[config.mk]
export PLATFORM = sky130hd
export DESIGN_NAME = scan_chain_capture_ip2_flat
export DESIGN_NICKNAME = d
export VERILOG_FILES = /design/src/rtl/scan_chain_capture_ip2_pkg.sv /design/src/rtl/scan_chain_capture_ip2_if.sv /design/src/rtl/scan_chain_capture_ip2_word_mux.sv /design/src/rtl/scan_chain_capture_ip2.sv /design/src/flat_wrapper.sv
export SDC_FILE = /design/constraint.sdc
export NUM_CORES = 2
export LEC_CHECK = 0
export CAP_MARGIN = 20
export CORE_MARGIN = 5
export CORE_UTILIZATION = 58
export CTS_CLUSTER_SIZE = 30
export DETAILED_ROUTE_END_ITERATION = 16
export HOLD_SLACK_MARGIN = 0.02
export PLACE_DENSITY = 0.71
export RECOVER_POWER = 25
export SLEW_MARGIN = 20
export SYNTH_ARGS = -nofsm -noshare
export SYNTH_HDL_FRONTEND = slang
export SYNTH_SLANG_ARGS = --single-unit
export TNS_END_PERCENT = 5
[constraint.sdc]
create_clock -name fw_pl_clk1 -period 4.8 [get_ports fw_pl_clk1]
set_input_delay 0.96 -clock fw_pl_clk1 [delete_from_list [all_inputs] [get_ports fw_pl_clk1]]
set_output_delay 0.96 -clock fw_pl_clk1 [all_outputs]
set_load 0.1 [all_outputs]
[src/rtl/scan_chain_capture_ip2_pkg.sv]
// Shared types and constants for the IP2 scan-chain capture path.
package scan_chain_capture_ip2_pkg;

    localparam int scan_reg_bits_total            = 768;
    localparam int scan_rd_words                  = scan_reg_bits_total / 32;
    localparam int status_index_scan_cap_done     = 18;
    localparam int status_index_scan_cap_overflow = 19;

    typedef enum logic [1:0] {
        IDLE_CAP_IP2    = 2'd0,
        SKIP_CAP_IP2    = 2'd1,
        CAPTURE_CAP_IP2 = 2'd2,
        DONE_CAP_IP2    = 2'd3
    } state_t_cap_ip2;

    // A strobe only counts while the sequencer is actually shifting.
    function automatic logic qualified_stb(input logic stb, input logic en);
        return stb & en;
    endfunction

endpackage

[src/rtl/scan_chain_capture_ip2_if.sv]
// Register read-path bus between the command handler and the capture block.
interface scan_chain_capture_ip2_if #(
    parameter int ADDR_W = 5,
    parameter int WORD_W = 32
);
    logic              rd_req;
    logic [ADDR_W-1:0] rd_addr;
    logic              rd_ack;
    logic [WORD_W-1:0] rd_data;
    logic              rd_err;

    modport master (output rd_req, rd_addr, input  rd_ack, rd_data, rd_err);
    modport slave  (input  rd_req, rd_addr, output rd_ack, rd_data, rd_err);
endinterface

[src/rtl/scan_chain_capture_ip2_word_mux.sv]
// Registered word selector over the captured scan chain with address-range check.
module scan_chain_capture_ip2_word_mux #(
    parameter int SCAN_BITS = 768,
    parameter int WORD_W    = 32,
    parameter int ADDR_W    = 5
) (
    input  logic                 clk,
    input  logic                 rst,
    input  logic                 rd_req,
    input  logic [ADDR_W-1:0]    rd_addr,
    input  logic [SCAN_BITS-1:0] storage,
    input  logic                 busy,
    output logic                 rd_ack,
    output logic [WORD_W-1:0]    rd_data,
    output logic                 rd_err
);
    localparam int N_WORDS = SCAN_BITS / WORD_W;

    logic [WORD_W-1:0] words_s [N_WORDS];
    logic              addr_ok_s;
    logic [WORD_W-1:0] sel_word_s;

    for (genvar k = 0; k < N_WORDS; k++) begin : g_words
        assign words_s[k] = storage[k*WORD_W +: WORD_W];
    end

    assign addr_ok_s = (rd_addr < ADDR_W'(N_WORDS));

    // Pick the addressed word; out-of-range addresses read as zero.
    always_comb begin
        sel_word_s = '0;
        if (addr_ok_s) begin
            sel_word_s = words_s[rd_addr];
        end else begin
            sel_word_s = '0;
        end
    end

    // One-cycle acknowledge carrying the word as it stood when requested.
    always_ff @(posedge clk) begin
        if (rst) begin
            rd_ack  <= 1'b0;
            rd_data <= '0;
            rd_err  <= 1'b0;
        end else if (rd_req) begin
            rd_ack  <= 1'b1;
            rd_data <= sel_word_s;
            rd_err  <= ~addr_ok_s | busy;
        end else begin
            rd_ack  <= 1'b0;
            rd_data <= '0;
            rd_err  <= 1'b0;
        end
    end
endmodule

[src/rtl/scan_chain_capture_ip2.sv]
// Captures the IP2 scan_out stream during shift-in and serves it as 32-bit words.
module scan_chain_capture_ip2
    import scan_chain_capture_ip2_pkg::*;
#(
    parameter int SCAN_BITS = 768,
    parameter int WORD_W    = 32,
    parameter int SKIP_W    = 6,
    parameter int ADDR_W    = 5
) (
    input  logic                      fw_pl_clk1,
    input  logic                      fw_rst,
    input  logic                      cap_start,
    input  logic [SKIP_W-1:0]         cfg_skip,
    input  logic                      shift_en,
    input  logic                      sample_stb,
    input  logic                      scan_out,
    scan_chain_capture_ip2_if.slave   rd,
    output logic                      cap_busy,
    output logic                      cap_done,
    output logic                      cap_overflow,
    output logic [9:0]                bit_count
);
    localparam logic [9:0]        BITS_FULL = 10'(SCAN_BITS);
    localparam logic [9:0]        BITS_LAST = 10'(SCAN_BITS - 1);
    localparam logic [SKIP_W-1:0] SKIP_ONE  = SKIP_W'(1);

    state_t_cap_ip2       state_r;
    logic [SKIP_W-1:0]    skip_cnt_r;
    logic [SCAN_BITS-1:0] storage_r;
    logic [9:0]           bit_count_r;
    logic                 cap_overflow_r;
    logic                 stb_s;

    assign stb_s = qualified_stb(sample_stb, shift_en);

    // Capture sequencer: restart on cap_start, skip leading strobes, shift in bits, flag overrun.
    always_ff @(posedge fw_pl_clk1) begin
        if (fw_rst) begin
            state_r        <= IDLE_CAP_IP2;
            skip_cnt_r     <= '0;
            storage_r      <= '0;
            bit_count_r    <= 10'd0;
            cap_overflow_r <= 1'b0;
        end else if (cap_start) begin
            // Any strobe in this same cycle is deliberately dropped.
            storage_r      <= '0;
            bit_count_r    <= 10'd0;
            cap_overflow_r <= 1'b0;
            skip_cnt_r     <= cfg_skip;
            state_r        <= (cfg_skip != '0) ? SKIP_CAP_IP2 : CAPTURE_CAP_IP2;
        end else begin
            case (state_r)
                IDLE_CAP_IP2: begin
                    state_r <= IDLE_CAP_IP2;
                end
                SKIP_CAP_IP2: begin
                    if (stb_s) begin
                        skip_cnt_r <= skip_cnt_r - SKIP_ONE;
                        if (skip_cnt_r == SKIP_ONE) begin
                            state_r <= CAPTURE_CAP_IP2;
                        end
                    end
                end
                CAPTURE_CAP_IP2: begin
                    if (stb_s) begin
                        storage_r <= {storage_r[SCAN_BITS-2:0], scan_out};
                        if (bit_count_r != BITS_FULL) begin
                            bit_count_r <= bit_count_r + 10'd1;
                        end
                        if (bit_count_r == BITS_LAST) begin
                            state_r <= DONE_CAP_IP2;
                        end
                    end
                end
                DONE_CAP_IP2: begin
                    if (stb_s) begin
                        cap_overflow_r <= 1'b1;
                    end
                end
                default: begin
                    state_r <= IDLE_CAP_IP2;
                end
            endcase
        end
    end

    assign cap_busy     = (state_r == SKIP_CAP_IP2) || (state_r == CAPTURE_CAP_IP2);
    assign cap_done     = (state_r == DONE_CAP_IP2);
    assign cap_overflow = cap_overflow_r;
    assign bit_count    = bit_count_r;

    scan_chain_capture_ip2_word_mux #(
        .SCAN_BITS (SCAN_BITS),
        .WORD_W    (WORD_W),
        .ADDR_W    (ADDR_W)
    ) u_word_mux (
        .clk     (fw_pl_clk1),
        .rst     (fw_rst),
        .rd_req  (rd.rd_req),
        .rd_addr (rd.rd_addr),
        .storage (storage_r),
        .busy    (cap_busy),
        .rd_ack  (rd.rd_ack),
        .rd_data (rd.rd_data),
        .rd_err  (rd.rd_err)
    );
endmodule

[src/flat_wrapper.sv]
// flat-port wrapper written by rule: the top's interface ports become plain ports
module scan_chain_capture_ip2_flat import scan_chain_capture_ip2_pkg::*;
#(
    parameter int SCAN_BITS = 768,
    parameter int WORD_W    = 32,
    parameter int SKIP_W    = 6,
    parameter int ADDR_W    = 5
)
  (fw_pl_clk1, fw_rst, cap_start, cfg_skip, shift_en, sample_stb, scan_out, cap_busy, cap_done, cap_overflow, bit_count, rd_rd_req, rd_rd_addr, rd_rd_ack, rd_rd_data, rd_rd_err);
  scan_chain_capture_ip2_if #(.ADDR_W(ADDR_W), .WORD_W(WORD_W)) rd_i ();
  input  logic fw_pl_clk1;
  input  logic fw_rst;
  input  logic cap_start;
  input  logic [SKIP_W-1:0] cfg_skip;
  input  logic shift_en;
  input  logic sample_stb;
  input  logic scan_out;
  output logic cap_busy;
  output logic cap_done;
  output logic cap_overflow;
  output logic [9:0] bit_count;
  input wire logic [$bits(rd_i.rd_req)-1:0] rd_rd_req;
  input wire logic [$bits(rd_i.rd_addr)-1:0] rd_rd_addr;
  output wire logic [$bits(rd_i.rd_ack)-1:0] rd_rd_ack;
  output wire logic [$bits(rd_i.rd_data)-1:0] rd_rd_data;
  output wire logic [$bits(rd_i.rd_err)-1:0] rd_rd_err;
  assign rd_i.rd_req = rd_rd_req;
  assign rd_i.rd_addr = rd_rd_addr;
  assign rd_rd_ack = rd_i.rd_ack;
  assign rd_rd_data = rd_i.rd_data;
  assign rd_rd_err = rd_i.rd_err;
  scan_chain_capture_ip2 #(.SCAN_BITS(SCAN_BITS), .WORD_W(WORD_W), .SKIP_W(SKIP_W), .ADDR_W(ADDR_W)) u_core (.fw_pl_clk1(fw_pl_clk1), .fw_rst(fw_rst), .cap_start(cap_start), .cfg_skip(cfg_skip), .shift_en(shift_en), .sample_stb(sample_stb), .scan_out(scan_out), .rd(rd_i), .cap_busy(cap_busy), .cap_done(cap_done), .cap_overflow(cap_overflow), .bit_count(bit_count));
endmodule
==> out/metrics.json <==
{
  "layout_worst_path_cycle_share": {"value": 82.9, "unit": "%"},
  "synth.distinct_cells": {"value": 54},
  "final_layout_size_suffix_gt1_share": {"value": 9.87, "unit": "%"},
  "worstPathRequired": {"value": 5.26, "unit": "ns"},
  "setup_tns": {"value": 0, "unit": "ns"},
  "cts_htree_levels": {"value": 3},
  "cp_top_family": {"value": "buffers and inverters"},
  "ys.warnings.count": {"value": 0},
  "synth_top_cell_by_area": {"value": "sky130_fd_sc_hd__dfxtp_1"},
  "floorplan.initialDensity": {"value": 58.5, "unit": "%"},
  "timing.critical_path.slowest_stage_cell": {"value": "sky130_fd_sc_hd__or2_1"},
  "tritoncts_clock_tree": {"value": "built"},
  "cellPowerDensity": {"value": 380, "unit": "nW/um2"},
  "relSlewSlack": {"value": -63.3, "unit": "%"},
  "timing.critical_path.buf_inv": {"value": 3},
  "antenna_found_initial": {"value": 1},
  "post_detail_place_hpwl": {"value": 51400, "unit": "um"},
  "avgViaCountPerCell": {"value": 5.78},
  "post_synthesis_cell_area": {"value": 33700, "unit": "um2"},
  "cts-root-buf": {"value": "sky130_fd_sc_hd__clkbuf_16"},
  "cts_inserted_buffers": {"value": 85},
  "total_nets_after_synthesis": {"value": 3972},
  "critPathLaunchType": {"value": "primary input"},
  "final.min_clock_period": {"value": 3.98, "unit": "ns"},
  "critical_path.cell_chain": {"value": "dlygate4sd3_1 -> or2_1 -> buf_12 -> clkbuf_2 -> a21oi_1"},
  "cts.path.max_buffers": {"value": 3},
  "largest_net_degree_at_the_start_of_global_routing": {"value": 237},
  "cellLeakagePower": {"value": 11.3, "unit": "nW"},
  "synth_sequential_area_ratio": {"value": 48.7, "unit": "%"},
  "dr.pass1.iters": {"value": 5},
  "fin_worst_skew": {"value": 0.0375, "unit": "ns"},
  "per_instance_average_area_after_synthesis": {"value": 8.55, "unit": "um2"},
  "overflow": {"value": 0},
  "worst_hold_path_type": {"value": "reg -> reg"},
  "floorplan.rows": {"value": 88},
  "timing.hold.ws": {"value": 0.454, "unit": "ns"},
  "detailedRoute.firstIterationViolations": {"value": 2633},
  "timing.critical_path.arrival": {"value": 4.44, "unit": "ns"},
  "clock_sinks": {"value": 821},
  "crit_path_max_fanout": {"value": 48},
  "first_global_vias": {"value": 25100},
  "cts_setup_buffers": {"value": 0},
  "failed_checks": {"value": "capacitance limit, slew limit"},
  "buffer_ports.inserted": {"value": 64},
  "final-max-slew-violation-count": {"value": 167},
  "timing.setup.critical_path_class": {"value": "in -> reg"},
  "netlist_top_cells_area": {"value": "sky130_fd_sc_hd__dfxtp_1 49%, sky130_fd_sc_hd__nand2_1 17%, sky130_fd_sc_hd__mux4_2 12%"},
  "detail-route-antenna-nets": {"value": 0},
  "setup_viol": {"value": 0},
  "grt_setup_unrepaired": {"value": "false"},
  "asyncSetResetFlopFracSynth": {"value": 0, "unit": "%"},
  "final-hold-violation-count": {"value": 0},
  "global_route.usage.total": {"value": 25.7, "unit": "%"},
  "result_of_the_run": {"value": "finished, violations left"},
  "chipHeight": {"value": 251, "unit": "um"},
  "achievable-frequency": {"value": 251, "unit": "MHz"},
  "layout.nets": {"value": 3852},
  "vias": {"value": 26900},
  "synth_largest_type_area_fraction": {"value": 48.7, "unit": "%"},
  "dominantRegCellSynth": {"value": "sky130_fd_sc_hd__dfxtp_1"},
  "area_delta_synth_final": {"value": 10.9, "unit": "%"},
  "floorplan.die_area": {"value": 63100, "unit": "um2"},
  "gp_routability_congestion": {"value": 0.831},
  "drt_drc_violations_left": {"value": 0},
  "wl_per_cell": {"value": 18.0, "unit": "um"},
  "synth_enable_flop_cells": {"value": 0},
  "detail_route.wirelength": {"value": 83600, "unit": "um"},
  "number_of_i_o_pins": {"value": 65},
  "max-vdd-ir-drop": {"value": 0.000290, "unit": "V"},
  "die_width": {"value": 251, "unit": "um"},
  "diodes": {"value": 0},
  "clk_pin_slew": {"value": 0.06, "unit": "ns"},
  "syn_inst": {"value": 3945},
  "postCtsResizedCells": {"value": 0},
  "synth.ff_latch_count": {"value": 821},
  "worst_pin_slew": {"value": 2.45, "unit": "ns"},
  "grt_first_pass_wirelength": {"value": 135000, "unit": "um"},
  "cts_hold_buffers": {"value": 0},
  "clk-insertion-delay-late": {"value": 0.64, "unit": "ns"},
  "critical_path.endpoint_type": {"value": "flip-flop"},
  "max_cap_viol_count": {"value": 2},
  "largest_stage_delay_on_the_critical_path": {"value": 1.49, "unit": "ns"},
  "coreArea": {"value": 57700, "unit": "um2"}
}
[cells by family (layout without fill, tap and decap cells)]
kind of cell | Yosys count | after routing | synth area share [%]
and+or+nand+nor | 1644 | 1644 | 18.8
adders and majority gates | 9 | 9 | 0.334
DFF | 821 | 821 | 48.7
muxes | 229 | 229 | 13.4
buffers and inverters | 332 | 276 | 4.21
xor gates and xnor gates | 14 | 14 | 0.364
AOI/OAI and AO/OA | 896 | 896 | 14.2
[cell type report]
class	instances	area (um2)
Sequential cell	821	16400
Inverter	9	36.3
Clock buffer	132	2560
Tap cell	765	957
Clock inverter	19	203
Fill cell	4879	20300
Multi-Input combinational cell	2792	15900
Timing Repair Buffer	116	1310
[flip-flops by register name, summed over array words and instances (netlist names)]
signal / count
u_core.u_word_mux.rd_ack: 1
u_core.state_r: 2
u_core.cap_overflow: 1
u_core.bit_count: 10
u_core.u_word_mux.rd_data: 32
u_core.u_word_mux.rd_err: 1
u_core.storage_r: 768
u_core.skip_cnt_r: 6
[layout by cell type, fill, tap and decap left out, types with 3 or more instances in the layout]
cell type                         netlist  routed
sky130_fd_sc_hd__inv_1                  7       7
sky130_fd_sc_hd__o211ai_1              26      26
sky130_fd_sc_hd__a22oi_1               59      59
sky130_fd_sc_hd__clkbuf_8               0      21
sky130_fd_sc_hd__dlygate4sd3_1          0       3
sky130_fd_sc_hd__clkinv_2               0      11
sky130_fd_sc_hd__nand3_1               18      17
sky130_fd_sc_hd__xor2_1                 9       9
sky130_fd_sc_hd__clkbuf_16              0      87
sky130_fd_sc_hd__mux4_2               176     176
sky130_fd_sc_hd__bufinv_16              0       3
sky130_fd_sc_hd__clkdlybuf4s50_1        0      58
sky130_fd_sc_hd__dfxtp_1              821     821
sky130_fd_sc_hd__o22ai_1               13      13
sky130_fd_sc_hd__nor2_1                24      24
sky130_fd_sc_hd__a21oi_1              777     777
sky130_fd_sc_hd__or3_1                  4       4
sky130_fd_sc_hd__ha_1                   9       9
sky130_fd_sc_hd__buf_12                 0      23
sky130_fd_sc_hd__a21o_1                 5       5
sky130_fd_sc_hd__xnor2_1                5       5
sky130_fd_sc_hd__buf_4                 17      25
sky130_fd_sc_hd__nor2_4                 3       3
sky130_fd_sc_hd__mux2_2                15      15
sky130_fd_sc_hd__nand2_1             1568    1568
sky130_fd_sc_hd__mux2i_1               38      38
sky130_fd_sc_hd__clkbuf_1             196      27
sky130_fd_sc_hd__nor3_1                 5       4
[cells in the mapped netlist (2+ instances only)]
cell                          n
sky130_fd_sc_hd__a31oi_1      2
sky130_fd_sc_hd__xnor2_1      5
sky130_fd_sc_hd__buf_1       30
sky130_fd_sc_hd__o22ai_1     13
sky130_fd_sc_hd__or3_1        4
sky130_fd_sc_hd__nand4_1      2
sky130_fd_sc_hd__mux4_2     176
sky130_fd_sc_hd__nand2_1   1568
sky130_fd_sc_hd__clkbuf_1   196
sky130_fd_sc_hd__a21oi_1    777
sky130_fd_sc_hd__buf_2       79
sky130_fd_sc_hd__buf_4       17
sky130_fd_sc_hd__nor2_1      24
sky130_fd_sc_hd__o221ai_1     2
sky130_fd_sc_hd__o211ai_1    26
sky130_fd_sc_hd__dfxtp_1    821
sky130_fd_sc_hd__mux2_2      15
sky130_fd_sc_hd__a221oi_1     2
sky130_fd_sc_hd__nand3_1     18
sky130_fd_sc_hd__and3_1       3
sky130_fd_sc_hd__nor3_1       5
sky130_fd_sc_hd__a21o_1       5
sky130_fd_sc_hd__nor2_4       3
sky130_fd_sc_hd__ha_1         9
sky130_fd_sc_hd__a211oi_1     2
sky130_fd_sc_hd__o21ai_0      2
sky130_fd_sc_hd__a22oi_1     59
sky130_fd_sc_hd__xor2_1       9
sky130_fd_sc_hd__mux2i_1     38
sky130_fd_sc_hd__inv_1        7
sky130_fd_sc_hd__nor2b_1      2
sky130_fd_sc_hd__nor4_1       2
[metal layers]
metal | routed length [um] | vias up | GRT usage [%]
met1 | 37700 | 13000 | 36.7
li1 | - | 13100 | -
met4 | 1530 | 2 | 6.49
met5 | 13 | - | 0
met3 | 4960 | 105 | 4.60
met2 | 39400 | 682 | 41.1
[through the flow]
| stage | utilization, % | instance area (um2) | std cells | power [mW] | setup slack (ns) |
|---|---|---|---|---|---|
| after floorplan | - | 33700 | 3945 | 7.63 | 2.21 |
| after global placement | 60.1 | 34700 | 4503 | 7.85 | 1.38 |
| after detailed placement | 60.1 | 34700 | 4503 | 7.84 | 1.30 |
| after CTS | 64.9 | 37400 | 4654 | 14.3 | 1.17 |
| after global routing | 64.8 | 37400 | 4654 | 14.7 | 0.623 |
| final | 64.8 | 37400 | 4654 | 14.2 | 0.821 |
[where the power goes]
group	leakage, nW	internal (mW)	switching, mW
Combinational	3.37	0.193	0.659
Sequential	6.61	6.83	0.0111
Clock	1.36	3.82	2.69
[worst register-to-register path: stages (launching register included)]
cell and delay (ns):
sky130_fd_sc_hd__dfxtp_1 0.38, sky130_fd_sc_hd__inv_1 0.10, sky130_fd_sc_hd__ha_1 0.28, sky130_fd_sc_hd__nand3_4 0.22, sky130_fd_sc_hd__clkbuf_2 1.75, sky130_fd_sc_hd__nand2_1 0.32
sky130_fd_sc_hd__a21oi_1 0.25
[worst paths after layout]
| kind | from | end | slack (ns) | cells past startpoint |
|---|---|---|---|---|
| setup / recovery | cap_start | u_core.storage_r[537]$_SDFFE_PP0P_ | 0.82 | 5 |
| hold reg to reg | u_core.storage_r[425]$_SDFFE_PP0P_ | u_core.storage_r[426]$_SDFFE_PP0P_ | 0.45 | 2 |
| hold / removal | u_core.storage_r[425]$_SDFFE_PP0P_ | u_core.storage_r[426]$_SDFFE_PP0P_ | 0.45 | 2 |
| setup reg to reg | u_core.state_r[0]$_SDFFE_PP0P_ | u_core.storage_r[148]$_SDFFE_PP0P_ | 1.40 | 6 |
No activity file was read; power rests on OpenSTA's default activity.
